### config.mk
export PLATFORM = sky130hd
export DESIGN_NAME = decoder_nto2n_seq_flat
export DESIGN_NICKNAME = d
export VERILOG_FILES = /design/src/rtl/decoder_nto2n_seq_if.sv /design/src/rtl/decoder_nto2n_seq.sv /design/src/flat_wrapper.sv
export SDC_FILE = /design/constraint.sdc
export NUM_CORES = 1
export LEC_CHECK = 0
export CELL_PAD_IN_SITES_DETAIL_PLACEMENT = 1
export CELL_PAD_IN_SITES_GLOBAL_PLACEMENT = 1
export CORE_MARGIN = 8
export CORE_UTILIZATION = 32
export CTS_BUF_LIST = sky130_fd_sc_hd__clkbuf_16
export DETAILED_ROUTE_END_ITERATION = 12
export DONT_BUFFER_PORTS = 1
export GPL_ROUTABILITY_DRIVEN = 1
export PLACE_DENSITY = 0.56
export SETUP_SLACK_MARGIN = 0.2
export SLEW_MARGIN = 0
export SYNTH_ARGS = -nofsm -noshare
export SYNTH_HDL_FRONTEND = slang
export SYNTH_SLANG_ARGS = --single-unit
### constraint.sdc
create_clock -name clk -period 2.2 [get_ports clk]
set_input_delay 0.44 -clock clk [delete_from_list [all_inputs] [get_ports clk]]
set_output_delay 0.44 -clock clk [all_outputs]
set_load 0.01 [all_outputs]
### src/rtl/decoder_nto2n_seq_if.sv
// Handshake/bus bundle for decoder_nto2n_seq.
// The master drives control and select and observes the decoded outputs; the slave is the decoder.
interface decoder_nto2n_seq_if #(
  parameter int unsigned N = 2
);
  localparam int unsigned W = 1 << N;

  logic         en;
  logic         mode;
  logic [N-1:0] sel;
  logic         start;
  logic         abort;
  logic [W-1:0] y;
  logic [N-1:0] y_idx;
  logic         busy;
  logic         done;

  modport master (
    output en, mode, sel, start, abort,
    input  y, y_idx, busy, done
  );

  modport slave (
    input  en, mode, sel, start, abort,
    output y, y_idx, busy, done
  );
endinterface

### src/rtl/decoder_nto2n_seq.sv
// Registered N-to-2^N one-hot decoder with a DIRECT decode mode and a SCAN sweep mode.
// SCAN walks the one-hot output from bit 0 to bit 2^N-1, holding each bit DWELL enabled
// cycles, then pulses done for one cycle.
// Build option: DECODER_ACTIVE_LOW_EN inverts the y port for active-low select loads;
// internal state, y_idx, busy and done are unaffected.
module decoder_nto2n_seq #(
  parameter int unsigned N     = 2,
  parameter int unsigned DWELL = 1
) (
  input logic                clk,
  input logic                rst,
  decoder_nto2n_seq_if.slave bus
);
  localparam int unsigned W = 1 << N;
  localparam logic [W-1:0] YOne    = W'(1);
  localparam logic [N-1:0] IdxLast = N'(W - 1);
  localparam logic [7:0]   CntLast = 8'(DWELL - 1);

  typedef enum logic [0:0] {StIdle, StScan} state_e;

  state_e       state_q;
  logic [W-1:0] y_q;
  logic [N-1:0] idx_q;
  logic [7:0]   cnt_q;
  logic         busy_q;
  logic         done_q;

  // FSM with all outputs registered; start beats DIRECT decode, abort beats en.
  always_ff @(posedge clk or posedge rst) begin
    if (rst) begin
      state_q <= StIdle;
      y_q     <= '0;
      idx_q   <= '0;
      cnt_q   <= '0;
      busy_q  <= 1'b0;
      done_q  <= 1'b0;
    end else begin
      done_q <= 1'b0;
      unique case (state_q)
        StIdle: begin
          if (bus.start && bus.mode) begin
            state_q <= StScan;
            y_q     <= YOne;
            idx_q   <= '0;
            cnt_q   <= '0;
            busy_q  <= 1'b1;
          end else if (bus.en) begin
            y_q   <= YOne << bus.sel;
            idx_q <= bus.sel;
          end else begin
            // y_idx deliberately holds its last value while the output is off.
            y_q <= '0;
          end
        end
        StScan: begin
          if (bus.abort) begin
            state_q <= StIdle;
            y_q     <= '0;
            cnt_q   <= '0;
            busy_q  <= 1'b0;
          end else if (bus.en) begin
            if (cnt_q == CntLast) begin
              cnt_q <= '0;
              if (idx_q == IdxLast) begin
                // Terminal index finished its dwell: end the sweep, no wrap.
                state_q <= StIdle;
                y_q     <= '0;
                busy_q  <= 1'b0;
                done_q  <= 1'b1;
              end else begin
                idx_q <= idx_q + 1'b1;
                y_q   <= y_q << 1;
              end
            end else begin
              cnt_q <= cnt_q + 8'd1;
            end
          end
        end
        default: begin
          state_q <= StIdle;
        end
      endcase
    end
  end

`ifdef DECODER_ACTIVE_LOW_EN
  assign bus.y = ~y_q;
`else
  assign bus.y = y_q;
`endif
  assign bus.y_idx = idx_q;
  assign bus.busy  = busy_q;
  assign bus.done  = done_q;
endmodule

### src/flat_wrapper.sv
// flat-port wrapper written by rule: the top's interface ports become plain ports
module decoder_nto2n_seq_flat 
#(
  parameter int unsigned N     = 2,
  parameter int unsigned DWELL = 1
)
  (clk, rst, bus_en, bus_mode, bus_sel, bus_start, bus_abort, bus_y, bus_y_idx, bus_busy, bus_done);
  decoder_nto2n_seq_if #(.N(N)) bus_i ();
  input logic clk;
  input logic rst;
  input wire logic [$bits(bus_i.en)-1:0] bus_en;
  input wire logic [$bits(bus_i.mode)-1:0] bus_mode;
  input wire logic [$bits(bus_i.sel)-1:0] bus_sel;
  input wire logic [$bits(bus_i.start)-1:0] bus_start;
  input wire logic [$bits(bus_i.abort)-1:0] bus_abort;
  output wire logic [$bits(bus_i.y)-1:0] bus_y;
  output wire logic [$bits(bus_i.y_idx)-1:0] bus_y_idx;
  output wire logic [$bits(bus_i.busy)-1:0] bus_busy;
  output wire logic [$bits(bus_i.done)-1:0] bus_done;
  assign bus_i.en = bus_en;
  assign bus_i.mode = bus_mode;
  assign bus_i.sel = bus_sel;
  assign bus_i.start = bus_start;
  assign bus_i.abort = bus_abort;
  assign bus_y = bus_i.y;
  assign bus_y_idx = bus_i.y_idx;
  assign bus_busy = bus_i.busy;
  assign bus_done = bus_i.done;
  decoder_nto2n_seq #(.N(N), .DWELL(DWELL)) u_core (.clk(clk), .rst(rst), .bus(bus_i));
endmodule
[Word level (Yosys, flattened, before mapping)]
Index checks and enable logic that the tools add are counted.
Word-level totals
  register bits after elaboration: 17
  word-level logic and storage cells: 62
  output and inout port bits: 8
  input port bits: 8
Cells by class
  reductions and logical operators: 6
  add/sub/neg operators: 2
  equal/unequal tests: 10
  bitwise operators: 1
  mux-type cells: 36
  shift-type cells: 1
Operators with widths (number)
  $mux W8: 4
  $mux W4: 6
  $pmux W8 S2: 1
  $mux W1: 15
  $mux W2: 6
  $ne A3 B3 Y1 const B: 3
  $add A8 B1 Y8 const B: 1
  $logic_not A8 Y1: 1
  $ne A2 B2 Y1 const B: 4
  $pmux W4 S2: 1
  $reduce_and A5 Y1: 1
  $pmux W1 S2: 2
  $pmux W2 S2: 1
  $reduce_and A2 Y1: 2
  $reduce_and A4 Y1: 1
  $shl A1 B2 Y4 const A: 1
  $ne A3 B2 Y1 const B: 1
  $add A2 B1 Y2 const B: 1
  $eq A2 B2 Y1 const B: 1
  $ne A2 B1 Y1 const B: 1
  $logic_and A1 B1 Y1: 1
  $not A1 Y1: 1

[Longest topological paths before layout]
  word-level depth: 6
  gate-level depth with buffers: 6
  gate-level depth less buffers: 6

[Least setup slack after synthesis]
OpenSTA, ideal clock, no wires.
  path kind: register -> register
  start: register u_core.cnt_q[0]
  end: register u_core.idx_q[1], in the netlist u_core.bus.y_idx[1]
  required time: 2.072 ns
  data arrival time: 1.675 ns
  path slack: 0.398 ns
  path buffers: 0
  stages on the path, launching flop included: 7
  library setup time: 0.128 ns
  cell sequence: dfrtp_1 -> inv_1 -> ha_1 -> nor4b_1 -> and2_1 -> o2bb2ai_1 -> mux2_1
On the way
  cells in the longest elaborated chain, start to end: 3
RTL lines
  from (decl): line decoder_nto2n_seq.sv:24  | logic [7:0] cnt_q;
  from (signal assigned): line decoder_nto2n_seq.sv:75  | cnt_q <= cnt_q + 8'd1;
  $logic_not A8 Y1: line decoder_nto2n_seq.sv:62  | if (cnt_q == CntLast) begin
  $ne A2 B2 Y1 (no line)
  $reduce_and A5 Y1 (no line)
  to (signal assigned): line decoder_nto2n_seq.sv:49  | idx_q <= bus.sel;
  to (signal assigned): line decoder_nto2n_seq.sv:71  | idx_q <= idx_q + 1'b1;
  to (decl): line decoder_nto2n_seq.sv:23  | logic [N-1:0] idx_q;
No other way between the ends.
A chain may end at the register's enable or synchronous reset.

[Final worst setup path]
Same ends and word-level chain as after synthesis.

==> flow_metrics.env <==
export IMPL_drtIter0Drc=33
export IMPL_clock_sinks=17
export IMPL_synth_cell_types=32
export IMPL_regArea_sq_um=425
export IMPL_layout_area_overhead_vs_synth_pct=12.2
export IMPL_p_comb_share_pct=18.9
export IMPL_critPathCaptureType="flip-flop"
export IMPL_cts_buffer_depth=2
export IMPL_routed_wl_microns=2260
export IMPL_port_buffers=0
export IMPL_fin_crit_sh_pct=84.8
export IMPL_drt_first_pass_iters=4
export IMPL_timing_hold_violations_final=0
export IMPL_gp_congestion=0.713
export IMPL_worstPathArrival_ns=1.99
export IMPL_crit_type="flip-flop to flip-flop"
export IMPL_drcViolationCount=0
export IMPL_ir_worst_vdd_mv=0.815
export IMPL_worstSkewPairLatency_ns=0.25
export IMPL_yosysSeqAreaShare_pct=45.5
export IMPL_wl_per_cell_microns=17.4
export IMPL_synthesis_area_sq_um=936
export IMPL_die_w_microns=70.1
export IMPL_setup_tns_ns=0
export IMPL_grt_max_degree=18
export IMPL_internal_power_mw=0.677
export IMPL_cap_violations=0
export IMPL_seqPwrFrac_pct=44.7
export IMPL_powerDensity_nw_per_um2=931
export IMPL_ctsHoldBuffers=0
export IMPL_cts_tree="done"
export IMPL_multi_input_area_sq_um=469
export IMPL_status="complete, no violations"
export IMPL_place_inst=126
export IMPL_netlist_instances=95
export IMPL_coreArea_sq_um=2760
export IMPL_setup_viol=0
export IMPL_required_ns=2.32
export IMPL_pin_count=16
export IMPL_numCtsBuffers=3
export IMPL_switching_share_pct=30.7
export IMPL_worstPathMaxFanout=7
export IMPL_dp_hpwl_microns=1720
export IMPL_drv_slew=0
export IMPL_r2r_cells=7
export IMPL_clkPwrFrac_pct=36.4
export IMPL_gr_usage_all_layers_pct=9.83
export IMPL_ys_ff_latch=17
export IMPL_grt_pass1_wl_microns=3970
export IMPL_reg2reg_to="u_core.bus.y_idx[1]$_DFFE_PP0P_"
export IMPL_die_area_sq_um=4910
export IMPL_nFillCells=310
export IMPL_die_y_microns=70.1
export IMPL_syn_area_per_cell_sq_um=9.85
export IMPL_synth_nets=106
export IMPL_power_switching_mw=0.300
export IMPL_p_leak_nw=0.446
export IMPL_postCtsSetupRepairBufs=0
export IMPL_fin_skew_ns=0.00320
export IMPL_endpoint="u_core.bus.y_idx[1]$_DFFE_PP0P_"
export IMPL_via_count=734
export IMPL_htree_num_levels=1
export IMPL_slew_headroom_pct=53.6
export IMPL_clkSlewWorstSetupHoldPaths_ns=0.05
export IMPL_yosys_warnings=0
export IMPL_initial_core_util_pct=33.9
export IMPL_antenna_found_initial=0
export IMPL_tightest_slew_ns=0.695
export IMPL_fmax_mhz=536
export IMPL_stdcell_count=130
export IMPL_reg2reg_from="u_core.cnt_q[0]$_DFFE_PP0P_"
export IMPL_grt_remaining_overflow=0
export IMPL_vias_per_cell=5.65
export IMPL_hold_path_class="input port to async pin"
export IMPL_final_nets=111
export IMPL_crit_path_start="u_core.cnt_q[0]$_DFFE_PP0P_"
export IMPL_drive_above_1_share_pct=10.1
export IMPL_rsz0062_at_grt="false"
export IMPL_first_global_vias=793
export IMPL_cts_resized=0
export IMPL_root_buffer="clkbuf_16"
export IMPL_ant_nets=0
export IMPL_fin_crit_ns=1.86
export IMPL_crit_path_start_kind="flip-flop"
export IMPL_rows=19
export IMPL_antenna_cells=0
export IMPL_rrSetupSlack_ns=0.34
[cells by family (layout without fill, tap and decap cells)]
group / after synthesis / in the layout / share of synthesized area (%)
compound gates: 27 / 27 / 19.8
xor+xnor: 4 / 4 / 3.74
fa+ha+maj: 3 / 3 / 4.01
buf+inv: 9 / 13 / 4.41
flops: 17 / 17 / 45.5
mux: 1 / 1 / 1.20
simple gates: 34 / 34 / 21.4
[registers in the layout (all words and copies together) (netlist names)]
signal and flops:
u_core.state_q 1, u_core.bus.y 4, u_core.bus.y_idx 2, u_core.bus.done 1, u_core.cnt_q 8, u_core.bus.busy 1
[layer usage]
layer	up-vias	track usage, %	share of wire [%]
li1	352	-	-
met3	2	5.23	6.2
met5	-	0	0
met2	10	16.5	51
met1	370	10.7	43
met4	0	1.79	0.62
[how the worst min path moves through the flow]
stage	endpoint	slack [ns]	cells after the start
floorplan	u_core.bus.busy$_DFFE_PP0P_	0.37	1
global route	u_core.cnt_q[1]$_DFFE_PP0P_	0.26	1
global placement	u_core.bus.y_idx[1]$_DFFE_PP0P_	0.48	1
CTS	u_core.cnt_q[1]$_DFFE_PP0P_	0.22	1
detailed placement	u_core.bus.y_idx[1]$_DFFE_PP0P_	0.49	1
finish	u_core.cnt_q[1]$_DFFE_PP0P_	0.19	1
[synthesized netlist by cell type]
master | count | area [sq um]
or4_4 | 1 | 11.3
a21o_1 | 1 | 7.51
a22o_1 | 1 | 8.76
nor4b_1 | 3 | 26.3
nand2b_1 | 1 | 6.26
ha_1 | 3 | 37.5
o31ai_1 | 2 | 15.0
a211o_1 | 1 | 8.76
nor3_1 | 3 | 15.0
a21oi_1 | 6 | 30.0
and4b_1 | 1 | 10.0
mux2_1 | 1 | 11.3
and2_1 | 1 | 6.26
a31oi_1 | 2 | 12.5
nand3_1 | 3 | 15.0
a32oi_1 | 1 | 8.76
nor3b_1 | 1 | 7.51
nor2b_1 | 1 | 6.26
dfrtp_1 | 17 | 425
a21oi_2 | 3 | 26.3
o2bb2ai_1 | 2 | 17.5
buf_6 | 1 | 11.3
nor2_1 | 8 | 30.0
nand2_1 | 7 | 26.3
inv_1 | 8 | 30.0
nor3b_4 | 1 | 18.8
a211oi_1 | 1 | 7.51
or2_4 | 1 | 8.76
a221oi_1 | 2 | 17.5
and3_1 | 2 | 12.5
xnor2_1 | 4 | 35.0
o21ai_0 | 5 | 25.0
[power groups by stage]
stage / registers [mW] / logic [mW] / clock network [mW]
5_1_grt: 0.447 / 0.210 / 0.381
3_5_place_dp: 0.444 / 0.186 / 0
4_1_cts: 0.439 / 0.186 / 0.371
2_1_floorplan: 0.414 / 0.169 / 0
6_report: 0.437 / 0.185 / 0.356
3_3_place_gp: 0.444 / 0.182 / 0
[stage by stage]
step | setup slack [ns] | cell area [sq um] | hold WS (ns) | utilization, % | power, mW
after global placement | 0.409 | 971 | 0.476 | 35.2 | 0.626
after floorplan | 0.398 | 936 | 0.366 | - | 0.583
final | 0.335 | 1050 | 0.189 | 38.1 | 0.977
after CTS | 0.336 | 1050 | 0.221 | 38.1 | 0.997
after detailed placement | 0.344 | 971 | 0.485 | 35.2 | 0.630
after global routing | 0.211 | 1050 | 0.256 | 38.1 | 1.04
[worst max-delay path: stages (launching register included)]
cell,delay [ns]
dfrtp_1,0.44
inv_1,0.08
ha_1,0.14
nor4b_1,0.25
buf_4,0.18
and2_1,0.16
o2bb2ai_1,0.15
mux2_1,0.34
[cell usage in the layout (no fill, tap or decap), types with 2 or more instances in the layout]
cell type,count
a21oi_1,6
a21oi_2,3
a221oi_1,2
a31oi_1,2
and3_1,2
clkbuf_16,3
dfrtp_1,17
ha_1,3
inv_1,9
nand2_1,7
nand3_1,3
nor2_1,8
nor3_1,3
nor4b_1,3
o21ai_0,5
o2bb2ai_1,2
o31ai_1,2
xnor2_1,4
[final cells by class]
| class | instances | share of cell area (%) |
|---|---|---|
| multi-input combinational | 69 | 44.7 |
| timing repair buffer | 1 | 0.715 |
| clock buffer | 3 | 7.15 |
| sequential | 17 | 40.5 |
| clock inverter | 1 | 0.358 |
| tap | 31 | 3.69 |
| inverter | 8 | 2.86 |
Note: power is estimated with default switching activity, not from simulation.
